===== src/rtl/cart_pkg.sv =====
// Shared types and constants for the cartridge ROM fetch path.
package cart_pkg;

    localparam int         CART_ADDR_W = 25;
    localparam logic [7:0] OPEN_BUS    = 8'hFF;

    typedef enum logic [1:0] {
        IDLE = 2'd0,
        REQ  = 2'd1,
        DONE = 2'd2
    } fetch_state_t;

endpackage


===== src/rtl/cart_fetch_buf.sv =====
// Single-entry last-byte buffer keyed on the physical SDRAM address.
module cart_fetch_buf
    import cart_pkg::*;
#(
    parameter int ADDR_W = 27
) (
    input  logic              clk,
    input  logic              reset,
    input  logic              flush_i,
    input  logic              fill_i,
    input  logic [ADDR_W-1:0] fill_tag_i,
    input  logic [7:0]        fill_data_i,
    input  logic [ADDR_W-1:0] lookup_i,
    output logic              hit_o,
    output logic [7:0]        data_o
);

    logic              valid_q;
    logic [ADDR_W-1:0] tag_q;
    logic [7:0]        data_q;

    always_ff @(posedge clk or posedge reset) begin
        if (reset) begin
            valid_q <= 1'b0;
            tag_q   <= '0;
            data_q  <= OPEN_BUS;
        end else if (flush_i) begin
            valid_q <= 1'b0;
        end else if (fill_i) begin
            valid_q <= 1'b1;
            tag_q   <= fill_tag_i;
            data_q  <= fill_data_i;
        end
    end

    // A flush in the same cycle as a lookup already counts as empty.
    assign hit_o  = valid_q & ~flush_i & (tag_q == lookup_i);
    assign data_o = data_q;

endmodule


===== src/rtl/cart_rom_fetch.sv =====
// Cartridge ROM fetch: serves CPU reads from SDRAM through a one-byte buffer,
// stalling the Z80 with cpu_wait while a fetch is outstanding.
//
// state | meaning
// IDLE  | waiting for a new read access
// REQ   | SDRAM request outstanding, CPU stalled
// DONE  | data presented, waiting for the CPU to release the access
module cart_rom_fetch
    import cart_pkg::*;
#(
    parameter int ADDR_W  = 27,
    parameter int TIMEOUT = 255
) (
    input  logic                   clk,
    input  logic                   reset,
    input  logic                   cs,
    input  logic                   cpu_mreq,
    input  logic                   cpu_rd,
    input  logic [CART_ADDR_W-1:0] mem_addr,
    input  logic                   mem_unmaped,
    input  logic [ADDR_W-1:0]      base_addr,
    input  logic                   inval,
    output logic [7:0]             dout,
    output logic                   cpu_wait,
    output logic [ADDR_W-1:0]      ram_addr,
    output logic                   ram_req,
    input  logic                   ram_ack,
    input  logic [7:0]             ram_din,
    output logic                   timeout_err
);

    localparam logic [15:0] TMR_LOAD = 16'(TIMEOUT - 1);

    fetch_state_t      state_q, state_d;
    logic              acc, acc_q, new_acc, hit, fill, tmr_zero;
    logic [ADDR_W-1:0] phys, ram_addr_q, ram_addr_d;
    logic [7:0]        buf_data, dout_q, dout_d;
    logic              ram_req_q, ram_req_d, terr_q, terr_d, skip_fill_q, skip_fill_d;
    logic [15:0]       tmr_q, tmr_d;

    assign acc      = cs & cpu_mreq & cpu_rd;
    assign new_acc  = acc & ~acc_q;
    assign phys     = base_addr + ADDR_W'(mem_addr);
    assign tmr_zero = (tmr_q == 16'd0);
    // A fetch raced by a flush still returns its byte but must not repopulate the buffer.
    assign fill     = (state_q == REQ) & ram_ack & ~skip_fill_q & ~inval;

    cart_fetch_buf #(.ADDR_W(ADDR_W)) u_buf (
        .clk        (clk),
        .reset      (reset),
        .flush_i    (inval),
        .fill_i     (fill),
        .fill_tag_i (ram_addr_q),
        .fill_data_i(ram_din),
        .lookup_i   (phys),
        .hit_o      (hit),
        .data_o     (buf_data)
    );

    always_ff @(posedge clk or posedge reset) begin
        if (reset) begin
            state_q     <= IDLE;
            acc_q       <= 1'b0;
            dout_q      <= OPEN_BUS;
            ram_req_q   <= 1'b0;
            ram_addr_q  <= '0;
            terr_q      <= 1'b0;
            skip_fill_q <= 1'b0;
            tmr_q       <= '0;
        end else begin
            state_q     <= state_d;
            acc_q       <= acc;
            dout_q      <= dout_d;
            ram_req_q   <= ram_req_d;
            ram_addr_q  <= ram_addr_d;
            terr_q      <= terr_d;
            skip_fill_q <= skip_fill_d;
            tmr_q       <= tmr_d;
        end
    end

    always_comb begin
        state_d = state_q;
        case (state_q)
            IDLE:    if (new_acc) state_d = (mem_unmaped | hit) ? DONE : REQ;
            REQ:     if (ram_ack | tmr_zero) state_d = acc ? DONE : IDLE;
            DONE:    if (!acc) state_d = IDLE;
            default: state_d = IDLE;
        endcase
    end

    always_comb begin
        dout_d      = dout_q;
        ram_req_d   = ram_req_q;
        ram_addr_d  = ram_addr_q;
        tmr_d       = tmr_q;
        skip_fill_d = skip_fill_q;
        terr_d      = terr_q & ~inval;
        case (state_q)
            IDLE: if (new_acc) begin
                if (mem_unmaped) begin
                    dout_d = OPEN_BUS;
                end else if (hit) begin
                    dout_d = buf_data;
                end else begin
                    ram_addr_d  = phys;
                    ram_req_d   = 1'b1;
                    tmr_d       = TMR_LOAD;
                    skip_fill_d = inval;
                end
            end
            REQ: begin
                if (inval) skip_fill_d = 1'b1;
                if (ram_ack) begin
                    ram_req_d = 1'b0;
                    dout_d    = ram_din;
                end else if (tmr_zero) begin
                    ram_req_d = 1'b0;
                    dout_d    = OPEN_BUS;
                    terr_d    = 1'b1;
                end else begin
                    tmr_d = tmr_q - 16'd1;
                end
            end
            default: ;
        endcase
        cpu_wait = ((state_q == IDLE) & new_acc & ~mem_unmaped & ~hit) | (state_q == REQ);
    end

    assign dout        = dout_q;
    assign ram_addr    = ram_addr_q;
    assign ram_req     = ram_req_q;
    assign timeout_err = terr_q;

endmodule


===== config.mk =====
export PLATFORM = sky130hd
export DESIGN_NAME = cart_rom_fetch
export DESIGN_NICKNAME = d
export VERILOG_FILES = /design/src/rtl/cart_pkg.sv /design/src/rtl/cart_fetch_buf.sv /design/src/rtl/cart_rom_fetch.sv
export SDC_FILE = /design/constraint.sdc
export NUM_CORES = 1
export LEC_CHECK = 0
export BUFFER_PORTS_ARGS = -buffer_cell sky130_fd_sc_hd__buf_4
export CORE_MARGIN = 2
export CORE_UTILIZATION = 53
export CTS_CLUSTER_SIZE = 16
export DETAILED_ROUTE_END_ITERATION = 6
export PLACE_DENSITY_LB_ADDON = 0.08
export SLEW_MARGIN = 20
export SYNTH_ARGS = -nofsm -noshare
export SYNTH_HDL_FRONTEND = slang
export SYNTH_SLANG_ARGS = --single-unit

===== constraint.sdc =====
create_clock -name clk -period 3.5 [get_ports clk]
set_input_delay 0.35 -clock clk [delete_from_list [all_inputs] [get_ports clk]]
set_output_delay 0.35 -clock clk [all_outputs]
set_load 0.01 [all_outputs]

Yosys cells after proc, flatten, opt, wreduce, memory -nomap -nowiden
Cells that the tools add are included.
{"block": "totals", "inputBits": 68, "ff_bits": 93, "output_inout_bits": 38}
{"block": "op_classes", "reduce_logical": 11, "addsub": 2, "n_bitwise": 20, "n_mux": 34, "n_eq_ne": 13}
{"cell": "2-to-1 mux 16 bit", "count": 5}
{"cell": "2-to-1 mux 8 bit", "count": 5}
{"cell": "case mux 16 bit (2 select lines)", "count": 1}
{"cell": "adder 27 x 25 -> 27 bit", "count": 1}
{"cell": "== test 27 bit", "count": 1}
{"cell": "logical NOT 16 bit", "count": 1}
{"cell": "!= test 2 bit, second input constant", "count": 8}
{"cell": "case mux 8 bit (2 select lines)", "count": 1}
{"cell": "subtractor 16 x 1 -> 16 bit, second input constant", "count": 1}
{"cell": "2-to-1 mux 1 bit", "count": 14}
{"cell": "AND 1 bit", "count": 12}
{"cell": "2-to-1 mux 2 bit", "count": 5}
{"cell": "AND reduction 5 bit", "count": 2}
{"cell": "AND reduction 4 bit", "count": 2}
{"cell": "!= test 3 bit, second input constant", "count": 2}
{"cell": "case mux 2 bit (3 select lines)", "count": 1}
{"cell": "AND reduction 6 bit", "count": 1}
{"cell": "inverter 1 bit", "count": 5}
{"cell": "case mux 1 bit (2 select lines)", "count": 2}
{"cell": "nonzero test 2 bit", "count": 2}
{"cell": "bitwise OR 1 bit", "count": 3}
{"cell": "AND reduction 3 bit", "count": 1}
{"cell": "== test 2 x 1 -> 1 bit, second input constant", "count": 1}
{"cell": "== test 2 bit, second input constant", "count": 1}
{"cell": "2 further kinds", "count": 2}

Logic depth before layout (Yosys ltp)
Gate-level depths: netlist (run 1).
{"block": "logic_depth", "ltp_word": 7, "depth_mapped": 14, "ltp_nobuf": 12}

Cells and area by module
From an unflattened synthesis (run 1), not the netlist that was laid out.
{"block": "hier_totals", "hier_cells": 617, "hier_area_um2": 5836.8}
{"module": "cart_rom_fetch", "instances": 1, "cells_each": 501, "area_each_um2": 4181.5}
{"module": "cart_fetch_buf", "instances": 1, "cells_each": 116, "area_each_um2": 1655.3}

Least setup slack after synthesis (run 1)
OpenSTA, ideal clock, no wires.
{"block": "synth_path", "kind": "input to register", "startpoint": "input mem_addr[0]", "endpoint": "register dout_q[2] (netlist: dout[2])", "slack_ps": -334, "cell_stages": 12, "n_path_buf": 0, "arrival_time_ps": 3771, "path_cell_list": "ha_1 > fa_1 > a211oi_1 > nor3_1 > nor2_1 > o221ai_1 > a211oi_1 > xnor3_1 > or4_1 > or4b_4 > o21ai_4 > a221o_1"}
{"block": "synth_via", "elab_chain_cells": 5}
{"item": "from (decl)", "line": "cart_rom_fetch.sv:19", "text": "input logic [CART_ADDR_W-1:0] mem_addr,"}
{"item": "adder 27 x 25 -> 27 bit", "line": "cart_rom_fetch.sv:43", "text": "assign phys = base_addr + ADDR_W'(mem_addr);"}
{"item": "== test 27 bit", "line": "cart_fetch_buf.sv:37", "text": "assign hit_o = valid_q & ~flush_i & (tag_q == lookup_i);"}
{"item": "AND 1 bit", "line": "cart_fetch_buf.sv:37"}
{"item": "!= test 3 bit (no line)"}
{"item": "AND reduction 4 bit (no line)"}
{"item": "to (signal assigned)", "line": "cart_rom_fetch.sv:73", "text": "dout_q <= dout_d;"}
{"item": "to (decl)", "line": "cart_rom_fetch.sv:37", "text": "logic [7:0] buf_data, dout_q, dout_d;"}
Every way passes these cells.
A chain may end at the register's enable or synchronous reset.

Final worst setup path (run 1)
{"block": "layout_path", "startpoint": "input base_addr[0]", "endpoint": "output cpu_wait"}
{"block": "layout_via", "elab_chain_cells": 6}
{"item": "from (decl)", "line": "cart_rom_fetch.sv:21", "text": "input logic [ADDR_W-1:0] base_addr,"}
{"item": "adder 27 x 25 -> 27 bit", "line": "cart_rom_fetch.sv:43"}
{"item": "== test 27 bit", "line": "cart_fetch_buf.sv:37"}
{"item": "AND 1 bit", "line": "cart_fetch_buf.sv:37"}
{"item": "inverter 1 bit (no line)"}
{"item": "AND 1 bit", "line": "cart_rom_fetch.sv:127", "text": "cpu_wait = ((state_q == IDLE) & new_acc & ~mem_unmaped & ~hit) | (state_q == REQ);"}
{"item": "bitwise OR 1 bit", "line": "cart_rom_fetch.sv:127"}
{"item": "to (decl)", "line": "cart_rom_fetch.sv:24", "text": "output logic cpu_wait,"}
Every way passes these cells.

==> results of run 1 <==
[state kept, by name, indices dropped and copies added (netlist names)]
signal,count
tmr_q,16
ram_req,1
u_buf.tag_q,27
acc_q,1
u_buf.data_o,8
timeout_err,1
ram_addr,27
state_q,2
dout,8
skip_fill_q,1
u_buf.valid_q,1
[worst max-delay path by stage]
stage | to | slack [ns] | start | cells past startpoint
finish | cpu_wait | 0.005 | base_addr[0] | 14
global route | cpu_wait | -0.14 | mem_addr[14] | 15
CTS | cpu_wait | 0.0005 | mem_addr[7] | 15
detailed placement | dout[4] | -0.47 | mem_addr[0] | 13
global placement | tmr_q[4] | -0.39 | mem_addr[0] | 15
floorplan | dout[2] | -0.02 | mem_addr[4] | 13
[through the flow]
step | worst slack, ns | hold slack, ns
floorplan | -0.0189 | 0.442
global placement | -0.389 | 0.461
detailed placement | -0.475 | 0.470
CTS | 0.000505 | 0.0994
global route | -0.144 | 0.135
finish | 0.00458 | 0.0847
[critical path, delay by kind of cell]
kind                       cells  cell delay, ns
xor gates and xnor gates       1            0.35
buffers and inverters          2            0.26
adders and majority gates      2            0.54
and+or+nand+nor                5            0.89
AOI/OAI and AO/OA              4            0.76
[cells in the final DEF (no fill, tap or decap), types with 6 or more instances in the layout]
master and n:
inv_1 27, nor3_1 31, xor2_1 15, a21oi_1 36, nand4_1 15, nand2_1 54
a221o_1 7, xnor2_1 30, nor2b_1 6, clkbuf_16 9, a21o_1 14, dfstp_2 16
buf_6 7, nor2_1 42, dfrtp_1 77, ha_1 20, o21a_1 14, buf_4 257
o21ai_0 33, mux2_2 48, a311oi_1 7, o211ai_1 10, nand2b_1 7, nand3_1 16
a211oi_1 7, a31oi_1 12, or3_1 9
[timing repair]
item | in CTS | in global routing
hold endpoints to repair | 0 | 0
setup buffers | 2 | 3
pin swaps | 19 | 10
setup endpoints to repair | 41 | 42
gates resized for setup | 24 | 34
[layer usage]
| layer | share of wire (%) | vias to the layer above |
|---|---|---|
| met1 | 44 | 3269 |
| met2 | 50 | 222 |
| met3 | 4.0 | 37 |
| met5 | 0 | - |
| li1 | - | 3239 |
| met4 | 1.7 | 0 |
[cells in the mapped netlist, drive strengths merged, types with 4 or more instances]
cell	number	area [sq um]
a311oi	7	61.3
nor3	33	165
nand2	57	216
clkbuf	19	71.3
a31oi	12	75.1
dfrtp	77	1930
a21oi	41	205
a21o	14	105
o21a	14	105
a2111oi	4	35.0
nand2b	7	43.8
and4	4	35.0
buf	18	116
nor4	7	43.8
inv	28	105
xnor3	4	90.1
nor2b	6	37.5
dfstp	16	420
o22ai	5	31.3
a221o	7	70.1
o21ai	41	216
xor2	15	131
a221oi	7	67.6
nand3	17	85.1
a2111o	4	45.0
nor3b	4	30.0
xnor2	33	308
o211ai	10	75.1
ha	26	325
and3	8	50.1
a211oi	10	75.1
mux2	48	541
mux2i	5	50.1
and2	5	31.3
or3	11	73.8
nand4	15	93.8
o2111ai	4	35.0
nor2	46	173
or4	4	30.0
[cell type report]
class / instances / area, sq um
Timing Repair Buffer: 266 / 2050
Multi-Input combinational cell: 575 / 4460
Tap cell: 172 / 215
Fill cell: 943 / 3170
Inverter: 28 / 106
Clock buffer: 11 / 233
Clock inverter: 5 / 36.3
Sequential cell: 93 / 2350
[cells by family (layout without fill, tap and decap cells)]
group                    after synthesis  count (layout)
AND/OR/NAND/NOR                      233             233
AO/OA/AOI/OAI                        208             208
flip-flops                            93              93
buffers and inverters                 68             310
XOR/XNOR                              54              54
multiplexers                          53              53
adder cells (fa/ha/maj)               27              27
[power by group through the flow]
stage | Clock, mW | Sequential [mW] | Combinational [mW]
after floorplan | 0 | 1.80 | 1.18
after global placement | 0 | 1.81 | 2.08
after detailed placement | 0 | 1.84 | 2.14
after CTS | 0.938 | 1.83 | 2.21
after global routing | 0.981 | 1.89 | 2.46
final | 0.923 | 1.84 | 2.28
==> results.py, run 1 <==
metrics = {
    "die": {
        "die_x_microns": 118,
        "core_area_sq_um": 12600,
        "die_h_microns": 118,
        "ioPinCount": 106,
        "num_rows": 41,
        "die-area_sq_um": 13800,
        "start_util_pct": 54.1,
    },
    "critical_path": {
        "cp.required_ns": 3.15,
        "rrSetupSlack_ns": 0.35,
        "crit_fanout": 3,
        "slowest_stage": "fa_2",
        "cp-end-kind": "output port",
        "slowest_delay_ns": 0.38,
        "worstSetupPathType": "primary input to output port",
        "cp_common_cell": "a211oi_2",
        "worstPathCellList": "buf_6 -> ha_4 -> fa_2 -> a211oi_2 -> nor3_2 -> nor2_2 -> o221ai_4 -> a211oi_2 -> xnor3_2 -> nor4_4 -> nand3_2 -> nand2_2 -> a21oi_2 -> buf_4",
        "r2r-end": "tmr_q[9]",
        "start_kind": "primary input",
        "reg2reg_from": "tmr_q[0]",
        "worst_r2r_path_depth": 13,
        "critPathArrivalTime_ns": 3.15,
    },
    "sta": {
        "rsz0062_at_grt": "true",
        "max_slew_margin_pct": 40.1,
        "worst_slew_pin_slew_ns": 0.891,
        "finalCritPeriodShare_pct": 99.9,
        "fin_setup_tns_ns": 0,
        "max_freq_ghz": 0.286,
        "drv_slew": 0,
        "setup_violations": 0,
        "final.setup_skew_ns": 0.00864,
        "finalCriticalPeriod_ns": 3.50,
        "finalHoldViolCount": 0,
    },
    "global_routing": {
        "grt_pass1_wl_mm": 34.9,
        "grt_remaining_overflow": 0,
        "grt_use_met3_pct": 4.41,
        "grt_use_met2_pct": 54.5,
        "top_usage_layer": "met2",
        "grt_start_max_net_pins": 41,
        "grt_use_met1_pct": 40.5,
        "grt.total_usage_pct": 31.1,
        "first_global_vias": 6854,
        "antenna_found_initial": 0,
    },
    "power_and_ir_drop": {
        "clock_power_share_pct": 18.3,
        "p_int_mw": 3.16,
        "power_density_nw_per_um2": 534,
        "sw_frac_of_total_pct": 37.3,
        "ir_worst_vdd_v": 0.000394,
        "comb_power_share_pct": 45.2,
        "seq_power_share_pct": 36.5,
        "totalPowerFinal_mw": 5.04,
        "p_switching_mw": 1.88,
        "p_leak_nw": 4.23,
    },
    "logic_synthesis": {
        "synth_top_family_by_area": "compound AO/OA/AOI/OAI gates",
        "synth_compound_area_share_pct": 21.4,
        "synthMuxAreaShare_pct": 8.65,
        "synth_edf_count": 0,
        "syn-mean-instance-area_sq_um": 9.28,
        "synth.distinct_cells": 75,
        "synth-async-reset-ratio_pct": 100,
        "synth_ff_type": "dfrtp_1",
        "syn_inst": 736,
        "synth-simple-area-share_pct": 17.4,
        "synthAdderAreaFrac_pct": 5.06,
        "seq_area_frac_synth_pct": 34.4,
        "synth-seq-cells": 93,
        "syn_nets": 831,
        "netlist_area_sq_um": 6830,
        "synthXorXnorAreaFrac_pct": 8.45,
        "yosysWarnings": 0,
    },
    "place": {
        "dpl.hpwl_mm": 16.8,
        "placed_cell_area_sq_um": 8890,
        "place.port_buffers": 105,
        "place_congestion": 0.964,
        "placed_cells": 1131,
    },
    "route": {
        "drtIter0Drc": 504,
        "post-route-drc-count": 0,
        "wl_per_cell_microns": 18.6,
        "dr.pass1.iters": 5,
        "wirelength_mm": 21.4,
        "vias": 6767,
        "viasPerCell": 5.88,
        "antenna_violating_nets_post_route": 0,
    },
    "status": {
        "run_status": "finished clean",
    },
    "clock_tree": {
        "clock_latency_ns": 0.35,
        "clock_sinks": 93,
        "cts_max_level": 3,
        "clockBufferDepth": 2,
        "clk_pin_slew_ns": 0.07,
        "ctsHoldBuffers": 0,
        "root_buffer": "clkbuf_16",
        "cts_tree": "built",
        "cts_buffers": 9,
    },
    "cells_and_area": {
        "utilization_pct": 74.9,
        "final_area_sq_um": 9450,
        "drive_gt1_share_pct": 41.0,
        "nets": 1068,
        "diodes": 0,
        "finalNonFillerCells": 1150,
        "syn_to_final_growth_pct": 38.3,
    },
    "hold_path": {
        "hold_path.class": "primary input to async pin",
    },
    "flow_run": {
        "cap_violations": 0,
    },
}
Power figures use the tool's default switching activity.
==> run 2: changes to the inputs <==
==> constraint.sdc (replaced) <==
create_clock -name clk -period 3.5 [get_ports clk]
set_input_delay 0.175 -clock clk [delete_from_list [all_inputs] [get_ports clk]]
set_output_delay 0.175 -clock clk [all_outputs]
set_load 0.01 [all_outputs]
==> results.py, run 2 (synthesized netlist as in run 1, its figures left out) <==
metrics = {
    "critical_path": {
        "worstSetupPathDepth": 12,
        "cp_top_family": "compound AO/OA/AOI/OAI gates",
        "worst_r2r_path_depth": 9,
        "startpoint": "mem_addr[2]",
        "crit_fanout": 8,
        "reg2reg_from": "tmr_q[2]",
        "path_buf_inv": 1,
        "rrSetupSlack_ns": 0.20,
        "r2r-end": "tmr_q[15]",
        "crit_end": "dout[2]",
        "critPathArrivalTime_ns": 3.70,
        "cp-end-kind": "flip-flop",
        "slowest_stage": "or4b_4",
        "worstPathCellList": "buf_4 -> ha_1 -> or2_1 -> a41o_4 -> a31o_4 -> xnor2_4 -> xnor2_2 -> a2111o_1 -> or4_1 -> or4b_4 -> o21ai_4 -> a221o_1",
        "start_kind": "primary input",
        "slowest_delay_ns": 0.56,
        "cp.required_ns": 3.79,
        "worstSetupPathType": "primary input to flip-flop",
    },
    "route": {
        "post-route-drc-count": 0,
        "antenna_violating_nets_post_route": 0,
        "wirelength_mm": 21.4,
        "dr.pass1.iters": 6,
        "wl_per_cell_microns": 19.0,
        "viasPerCell": 5.99,
        "drtIter0Drc": 793,
        "vias": 6755,
    },
    "place": {
        "placed_cells": 1105,
        "place.port_buffers": 105,
        "placed_cell_area_sq_um": 8660,
        "dpl.hpwl_mm": 16.8,
        "place_congestion": 0.989,
    },
    "global_routing": {
        "grt_use_met3_pct": 4.99,
        "grt.total_usage_pct": 31.4,
        "grt_use_met1_pct": 40.5,
        "antenna_found_initial": 0,
        "grt_remaining_overflow": 0,
        "top_usage_layer": "met2",
        "grt_use_met2_pct": 54.6,
        "first_global_vias": 6816,
        "grt_pass1_wl_mm": 34.8,
        "grt_start_max_net_pins": 45,
    },
    "power_and_ir_drop": {
        "sw_frac_of_total_pct": 36.9,
        "seq_power_share_pct": 36.5,
        "p_leak_nw": 4.12,
        "ir_worst_vdd_v": 0.000372,
        "p_switching_mw": 1.86,
        "clock_power_share_pct": 20.3,
        "comb_power_share_pct": 43.1,
        "p_int_mw": 3.19,
        "power_density_nw_per_um2": 552,
    },
    "cells_and_area": {
        "finalNonFillerCells": 1127,
        "final_cell_mix": "240 x buf_4, 77 x dfrtp_1, 56 x nand2_1",
        "utilization_pct": 72.4,
        "diodes": 0,
        "final_area_sq_um": 9130,
        "drive_gt1_share_pct": 36.9,
        "nets": 1045,
        "final_common_cell": "buf_4",
        "syn_to_final_growth_pct": 33.7,
    },
    "sta": {
        "final.setup_skew_ns": 0.0100,
        "finalCritPeriodShare_pct": 97.4,
        "timing.hold.ws_ns": 0.0674,
        "max_freq_ghz": 0.293,
        "drv_slew": 0,
        "setup_violations": 0,
        "max_slew_margin_pct": 33.1,
        "finalHoldViolCount": 0,
        "worst_slew_pin_slew_ns": 0.996,
        "finalCriticalPeriod_ns": 3.41,
    },
    "die": {
        "die_x_microns": 118,
        "die-area_sq_um": 13800,
        "start_util_pct": 54.1,
        "ioPinCount": 106,
        "die_h_microns": 118,
        "core_area_sq_um": 12600,
        "num_rows": 41,
    },
    "flow_run": {
        "cap_violations": 0,
    },
    "clock_tree": {
        "root_buffer": "clkbuf_16",
        "clock_latency_ns": 0.36,
        "cts_max_level": 3,
        "clk_pin_slew_ns": 0.07,
        "clock_sinks": 93,
        "clockBufferDepth": 2,
        "cts_buffers": 9,
        "cts_tree": "built",
    },
    "hold_path": {
        "hold_path.class": "primary input to flip-flop",
    },
    "status": {
        "run_status": "finished clean",
    },
}
run 2: cell types whose count changed in the layout (fill, tap and decap cells not counted), sizes merged:
cell	delta
buf	-24
bufinv	+1
clkbuf	-2
clkinv	+2
clkinvlp	-3
dlygate4sd3	+1
inv	+2
run 2: worst reg2reg max path, delay by kind of cell, from the launching register on:
kind / cells / cell delay, ns
AOI/OAI and AO/OA: 1 / 0.09
DFF: 1 / 0.44
and+or+nand+nor: 8 / 2.70
run 2: power by group through the flow:
stage | registers (mW) | clock network [mW] | logic, mW
after detailed placement | 1.84 | 0 | 2.08
after global placement | 1.80 | 0 | 2.04
after floorplan | 1.80 | 0 | 1.18
final | 1.84 | 1.03 | 2.18
after global routing | 1.89 | 1.10 | 2.36
after CTS | 1.83 | 1.05 | 2.10
run 2: how the worst min path moves through the flow:
stage	start	to	cells after the start
detailed placement	reset	u_buf.tag_q[1]	2
floorplan	ram_din[2]	u_buf.data_o[2]	2
finish	ram_din[7]	u_buf.data_o[7]	3
global placement	reset	u_buf.tag_q[1]	2
global route	ram_din[7]	u_buf.data_o[7]	3
CTS	ram_din[7]	u_buf.data_o[7]	3
run 2: cell type report:
class	instances	area (sq um)
multi-input cells	575	4310
fillers	986	3490
flip-flops and latches	93	2350
repair buffers	243	1850
clock buffers	9	225
well taps	172	215
inverters	28	106
clock inverters	7	81.3
run 2: timing repair:
item,CTS,global route
hold endpoints to repair,26,0
hold buffers,1,0
setup endpoints to repair,9,45
pin swaps,3,17
buffers inserted,1,4
gates resized for setup,1,24
run 2: routing by layer:
layer	part of all wire, %	up-vias
li1	-	3187
met3	4.8	32
met5	0	-
met1	43	3263
met4	1.8	0
met2	50	273
run 2: per-stage QoR:
step	power, mW	setup WS (ns)	TNS (ns)
4_1_cts	4.98	0.000730	0
2_1_floorplan	2.98	0.0263	0
6_report	5.05	0.0898	0
3_5_place_dp	3.93	-0.357	-10.87
3_3_place_gp	3.84	-0.286	-10.56
5_1_grt	5.35	-0.00897	-0.00897
